===== src/rtl/pc_trace_fifo.sv =====
`default_nettype none
// ============================================================================
// Module   : pc_trace_fifo
// Brief    : Records PC discontinuities as {from,to} pairs in a valid/ready
//            drained FIFO and flags a halted core when the PC stops moving.
//            Optional PC_TRACE_OVF_CNT_EN adds an 8-bit dropped-entry counter.
// Revision : 1.0 - initial release
// ============================================================================
module pc_trace_fifo #(
    parameter int WIDTH       = 16,
    parameter int DEPTH       = 8,
    parameter int HALT_CYCLES = 4
) (
    input  logic                       clk,
    input  logic                       rst,
    input  logic [WIDTH-1:0]           pc_new,
    input  logic                       trace_ready,
    output logic                       trace_valid,
    output logic [WIDTH-1:0]           trace_from,
    output logic [WIDTH-1:0]           trace_to,
    output logic [$clog2(DEPTH):0]     fifo_count,
    output logic                       overflow,
    output logic                       halted
`ifdef PC_TRACE_OVF_CNT_EN
    ,
    output logic [7:0]                 ovf_count
`endif
);

    localparam int AW = $clog2(DEPTH);
    localparam int CW = AW + 1;
    localparam int HW = $clog2(HALT_CYCLES + 1);

    logic [2*WIDTH-1:0] r_mem [DEPTH];
    logic [WIDTH-1:0]   r_pc_prev;
    logic               r_primed;
    logic [AW-1:0]      r_wr_ptr;
    logic [AW-1:0]      r_rd_ptr;
    logic [CW-1:0]      r_count;
    logic [HW-1:0]      r_halt_cnt;
    logic               r_overflow;

    logic               w_seq;
    logic               w_hold;
    logic               w_push;
    logic               w_pop;
    logic               w_full;
    logic               w_push_acc;
    logic               w_drop;
    logic [2*WIDTH-1:0] w_head;

    assign w_seq      = (pc_new == r_pc_prev + WIDTH'(1));
    assign w_hold     = (pc_new == r_pc_prev);
    assign w_push     = r_primed && !w_seq && !w_hold;
    assign w_pop      = trace_valid && trace_ready;
    assign w_full     = (r_count == CW'(DEPTH));
    // A pop on the same edge frees the slot a full FIFO needs for the push.
    assign w_push_acc = w_push && (!w_full || w_pop);
    assign w_drop     = w_push && w_full && !w_pop;
    assign w_head     = r_mem[r_rd_ptr];

    assign trace_valid = (r_count != '0);
    assign trace_from  = trace_valid ? w_head[2*WIDTH-1:WIDTH] : '0;
    assign trace_to    = trace_valid ? w_head[WIDTH-1:0]       : '0;
    assign fifo_count  = r_count;
    assign overflow    = r_overflow;
    assign halted      = (r_halt_cnt == HW'(HALT_CYCLES));

    // Storage is deliberately left out of reset; only pointers gate its use.
    always_ff @(posedge clk) begin
        if (!rst && w_push_acc) begin
            r_mem[r_wr_ptr] <= {r_pc_prev, pc_new};
        end
    end

    always_ff @(posedge clk) begin
        if (rst) begin
            r_pc_prev  <= '0;
            r_primed   <= 1'b0;
            r_wr_ptr   <= '0;
            r_rd_ptr   <= '0;
            r_count    <= '0;
            r_halt_cnt <= '0;
            r_overflow <= 1'b0;
        end else begin
            r_pc_prev <= pc_new;
            r_primed  <= 1'b1;

            if (r_primed) begin
                if (w_hold) begin
                    if (r_halt_cnt != HW'(HALT_CYCLES)) begin
                        r_halt_cnt <= r_halt_cnt + HW'(1);
                    end
                end else begin
                    r_halt_cnt <= '0;
                end
            end

            if (w_push_acc) begin
                r_wr_ptr <= r_wr_ptr + AW'(1);
            end
            if (w_pop) begin
                r_rd_ptr <= r_rd_ptr + AW'(1);
            end

            case ({w_push_acc, w_pop})
                2'b10:   r_count <= r_count + CW'(1);
                2'b01:   r_count <= r_count - CW'(1);
                default: r_count <= r_count;
            endcase

            if (w_drop) begin
                r_overflow <= 1'b1;
            end
        end
    end

`ifdef PC_TRACE_OVF_CNT_EN
    always_ff @(posedge clk) begin
        if (rst) begin
            ovf_count <= '0;
        end else if (w_drop && (ovf_count != 8'hFF)) begin
            ovf_count <= ovf_count + 8'd1;
        end
    end
`endif

endmodule
`default_nettype wire


===== config.mk =====
export PLATFORM = sky130hd
export DESIGN_NAME = pc_trace_fifo
export DESIGN_NICKNAME = d
export VERILOG_FILES = /design/src/rtl/pc_trace_fifo.sv
export SDC_FILE = /design/constraint.sdc
export NUM_CORES = 1
export LEC_CHECK = 0
export CORE_ASPECT_RATIO = 0.75
export CORE_MARGIN = 5
export CORE_UTILIZATION = 40
export DETAILED_ROUTE_END_ITERATION = 12
export GPL_TIMING_DRIVEN = 0
export PLACE_DENSITY_LB_ADDON = 0.12
export SETUP_SLACK_MARGIN = 0.02
export SYNTH_ARGS = -nofsm -noshare
export SYNTH_HDL_FRONTEND = slang
export SYNTH_SLANG_ARGS = --single-unit

===== constraint.sdc =====
create_clock -name clk -period 7.35 [get_ports clk]
set_input_delay 0.735 -clock clk [delete_from_list [all_inputs] [get_ports clk]]
set_output_delay 0.735 -clock clk [all_outputs]
set_load 0.05 [all_outputs]

After elaboration in Yosys (flattened, before gate mapping)
Memory sizes are Yosys's and may differ from the RTL's. A register that Yosys moved wholly into a read port is not among the register bits.
Cells that the tools add are included.
{"block": "word_totals", "regBits": 31, "latch_bits": 0, "ramBits": 256, "romBits": 0, "out_inout_bits": 39, "wordCells": 48, "n_memories": 1}
{"name": "r_mem", "depth": 8, "word_bits": 32, "rd": 1, "rd_clocked_by_memory_dff": 1, "wr": 1, "line_no": "34", "rtl": "logic [2*WIDTH-1:0] r_mem [DEPTH];"}
{"block": "op_classes", "add_sub_neg": 6, "n_mul": 0, "n_div": 0, "n_lt_le_gt_ge": 0, "eq_ne": 8, "n_shift": 0, "mux": 10, "bitwise": 0, "n_reduce_logical": 16}
{"op": "16-bit equality test", "count": 2}
{"op": "16-bit two-way mux", "count": 2}
{"op": "16-bit by 1-bit adder with 16-bit output (second input constant)", "count": 1}
{"op": "3-bit two-way mux", "count": 4}
{"op": "3-bit by 1-bit adder with 3-bit output (second input constant)", "count": 3}
{"op": "4-bit case mux with 2 select lines", "count": 1}
{"op": "1-bit logical AND", "count": 7}
{"op": "1-bit zero test", "count": 5}
{"op": "4-bit by 1-bit adder with 4-bit output (second input constant)", "count": 1}
{"op": "4-bit equality test (second input constant)", "count": 1}
{"op": "4-bit nonzero test", "count": 1}
{"op": "4-bit by 1-bit subtractor with 4-bit output (second input constant)", "count": 1}
{"op": "3-bit equality test (second input constant)", "count": 1}
{"op": "1-bit two-way mux", "count": 3}
{"op": "3-bit != test (second input constant)", "count": 1}
{"op": "2-bit by 1-bit equality test with 1-bit output (second input constant)", "count": 1}
{"op": "2-bit equality test (second input constant)", "count": 1}
{"op": "2-bit by 1-bit != test with 1-bit output (second input constant)", "count": 1}
{"op": "2-bit AND reduction", "count": 1}
{"op": "2-bit nonzero test", "count": 1}
{"op": "1-bit logical OR", "count": 1}

Longest topological paths before layout
{"block": "depth", "word_depth": 9, "ltp_mapped": 14}

Worst setup path before layout
Ideal clock, no wire load.
{"block": "synth_timing", "kind": "flip-flop to flip-flop", "start": "register r_pc_prev[1]", "end": "memory r_mem[6][0] (netlist name), enable pin", "setup_ns": 0.513, "arrival_time_ns": 5.227, "path_slack_ns": 1.610, "stages_incl_launch_ff": 9, "n_path_buf": 0, "period_less_slack_ns": 5.740, "path_cell_list": "dfxtp_1 ha_1 nand2_1 or3_1 a22oi_1 nor4b_4 o2111ai_1 nand3_1 nor4b_1"}
{"block": "synth_via", "elab_chain_len": 9}
{"element": "start, declared", "line_no": "35", "rtl": "logic [WIDTH-1:0] r_pc_prev;"}
{"element": "start signal, assigned", "line_no": "86", "rtl": "r_pc_prev <= pc_new;"}
{"element": "16-bit by 1-bit adder with 16-bit output", "line_no": "52", "rtl": "assign w_seq = (pc_new == r_pc_prev + WIDTH'(1));"}
{"element": "16-bit equality test", "line_no": "52"}
{"element": "1-bit zero test", "line_no": "54", "rtl": "assign w_push = r_primed && !w_seq && !w_hold;"}
{"element": "1-bit logical AND", "line_no": "54"}
{"element": "1-bit logical AND *", "line_no": "54"}
{"element": "1-bit logical AND *", "line_no": "58", "rtl": "assign w_push_acc = w_push && (!w_full || w_pop);"}
{"element": "1-bit logical AND *", "line_no": "71", "rtl": "if (!rst && w_push_acc) begin"}
{"element": "1-bit two-way mux *", "line_no": "71"}
{"element": "1-bit two-way mux (implied by the code) *", "line_no": "72", "rtl": "r_mem[r_wr_ptr] <= {r_pc_prev, pc_new};"}
{"element": "end, declared", "line_no": "34"}
Every way passes the cells marked *; elsewhere a longest branch is shown, timed or not.

==> results.sh <==
export IMPL_status="completed"
export IMPL_netlist_instances=642
export IMPL_grt_overflow=0
export IMPL_ctsResizeCount=0
export IMPL_multi_input_area_mm2=0.00320
export IMPL_worstSetupStartpointType="flip-flop"
export IMPL_synthFlopType="edfxtp_1"
export IMPL_grt_pass1_wl_um=39900
export IMPL_dr_pass1_iters=4
export IMPL_p_leak_nw=4.52
export IMPL_drc=0
export IMPL_max_freq_ghz=0.218
export IMPL_viasPerCell=5.23
export IMPL_dpl_cell_area_mm2=0.0131
export IMPL_clk_path_buf_depth=3
export IMPL_final_setup_viol_count=0
export IMPL_drt_iter0_markers=413
export IMPL_yosysUniqueCellTypes=56
export IMPL_syn_area_mm2=0.0117
export IMPL_rows=54
export IMPL_ctsRootBufferMaster="clkbuf_16"
export IMPL_critPathCapture="trace_from[11]"
export IMPL_post_cts_buffers=0
export IMPL_htree_levels=1
export IMPL_die_h_um=158
export IMPL_ys_top_cells_by_area="edfxtp_1, mux4_2, dfxtp_1"
export IMPL_yosysWarningCount=0
export IMPL_period_needed_ps=4590
export IMPL_cts_sinks=290
export IMPL_cts_tree="yes"
export IMPL_grt_setup_unrepaired="false"
export IMPL_vias=6126
export IMPL_ios=58
export IMPL_timing_hold_ws_ps=495
export IMPL_first_global_vias=6561
export IMPL_r2r_end="r_mem[4][1]"
export IMPL_core_area_mm2=0.0289
export IMPL_r2r_start="r_pc_prev[3]"
export IMPL_synth_edf_count=256
export IMPL_yosys_area_top_type_share_pct=65.8
export IMPL_antenna_found_initial=0
export IMPL_yosys_area_top_type="edfxtp_1"
export IMPL_vdd_drop_max_mv=0.195
export IMPL_cts_hold_buf=0
export IMPL_worst_pin_slew_ps=1040
export IMPL_cellPowerDensity_mw_per_mm2=355
export IMPL_wl_um=25900
export IMPL_antennaDiodeCount=0
export IMPL_start_util_pct=40.4
export IMPL_register_area_mm2=0.00837
export IMPL_fin_tns_setup_ps=0
export IMPL_drive_gt1_share_pct=20.8
export IMPL_cts_buffers=29
export IMPL_dp_hpwl_um=18000
export IMPL_period_share_pct=62.4
export IMPL_place_inst=1118
export IMPL_synthTopCellsByCount="edfxtp_1, mux4_2, nor2_1"
export IMPL_worst_path_max_fanout=10
export IMPL_grt_usage_pct=15.9
export IMPL_avgSynthCellArea_um2=18.2
export IMPL_finalInstanceArea_mm2=0.0142
export IMPL_final_hold_viol_count=0
export IMPL_cp_required_ps=6610
export IMPL_r2r_setup_slack_ps=3140
export IMPL_fillCellCount=2444
export IMPL_grt_max_degree=20
export IMPL_fin_skew_ps=9.86
export IMPL_gp_congestion=0.789
export IMPL_path_clk_slew_ps=60
export IMPL_critical_path_class="reg2out"
export IMPL_die_area_mm2=0.0328
export IMPL_ys_ff_latch=290
export IMPL_io_buffer_count=57
export IMPL_synth_most_common_cell="edfxtp_1"
export IMPL_postRouteAntennaNets=0
export IMPL_area_growth_pct=21.2
export IMPL_nets=784
export IMPL_crit_arrival_ps=3850
export IMPL_drv_cap=0
export IMPL_async_flop_share_pct=0
export IMPL_critical_path_endpoint_type="output pin"
export IMPL_r2r_cells=9
export IMPL_clk_latency_ps=530
export IMPL_report_final_slew_viol_count=0
export IMPL_fin_cells=1171
export IMPL_synth_nets=669
export IMPL_wl_per_cell_um=22.1
export IMPL_relSlewSlack_pct=30.0
export IMPL_die_w_um=207
export IMPL_hold_class="reg2reg"
export IMPL_yosysSeqAreaShare_pct=71.7
-- cells in the final DEF (no fill, tap or decap), types with 5 or more instances in the layout --
cell / netlist / layout
edfxtp_1: 256 / 256
mux4_2: 64 / 64
clkdlybuf4s50_1: 0 / 57
nor2_1: 56 / 55
mux2i_1: 36 / 36
dfxtp_1: 34 / 34
clkbuf_16: 0 / 29
clkbuf_1: 18 / 22
nor2b_1: 18 / 18
nand2_1: 17 / 17
buf_4: 0 / 15
inv_1: 13 / 13
xnor2_1: 12 / 12
xor2_1: 12 / 12
nor4_1: 10 / 8
nor3_1: 9 / 8
buf_1: 8 / 8
bufinv_16: 0 / 8
ha_1: 7 / 7
buf_6: 0 / 7
nand3_1: 5 / 5
nand4_1: 5 / 5
a21oi_1: 5 / 5
-- power breakdown --
part / internal (mW) / total [mW] / switching [mW]
clock network: 1.03 / 1.63 / 0.594
logic: 0.557 / 1.51 / 0.953
registers: 1.85 / 1.89 / 0.0448
-- registers in the layout (all words and copies together) (netlist names), named ones only --
register,count
r_primed,1
overflow,1
r_rd_ptr,3
fifo_count,4
r_mem,256
r_wr_ptr,3
r_pc_prev,16
r_halt_cnt,3
-- worst min path at each step --
stage	startpoint	cells after the start	to	slack, ps
4_1_cts	overflow	2	overflow	510
2_1_floorplan	r_rd_ptr[2]	2	flip-flop	480
6_report	overflow	2	overflow	500
5_1_grt	overflow	2	overflow	580
3_5_place_dp	overflow	2	overflow	490
3_3_place_gp	overflow	2	overflow	470
-- logic make-up after synthesis --
group	after synthesis	share of synthesized area [%]
flops	290	71.7
simple gates	145	6.57
mux	103	15.7
buf+inv	41	1.41
compound gates	31	1.90
xor+xnor	24	1.80
fa+ha+maj	8	0.921
-- metrics by stage --
stage | worst slack [ps] | total power [mW] | utilization, %
4_1_cts | 2570 | 5.10 | 49.0
5_1_grt | 2390 | 5.26 | 49.0
3_3_place_gp | -3290 | 3.44 | 44.1
2_1_floorplan | 1610 | 2.94 | -
3_5_place_dp | 2520 | 3.47 | 45.2
6_report | 2760 | 5.03 | 49.0
-- layout make-up --
cell class / count / share of cell area (%)
plain buffers: 28 / 0.822
clock buffers: 36 / 5.52
clock inverters: 17 / 2.06
inverters: 13 / 0.345
multi-input cells: 311 / 22.6
flip-flops and latches: 290 / 59.1
well taps: 392 / 3.46
repair buffers: 84 / 6.07
-- metal layers --
layer  vias to the layer above  track usage, %  part of all wire [%]
met2                       115            26.4                    48
met5                         -               0                     0
li1                       2791               -                     -
met3                        37            2.42                   3.3
met4                         0            3.46                   2.0
met1                      3183            22.6                    47
-- critical path, stage by stage, from the launching register on --
cell	delay, ps
dfxtp_1	300
clkbuf_1	580
buf_1	820
mux4_2	600
mux2i_1	230
nor2_1	60
clkdlybuf4s50_1	730
No activity file was read; power rests on OpenSTA's default activity.
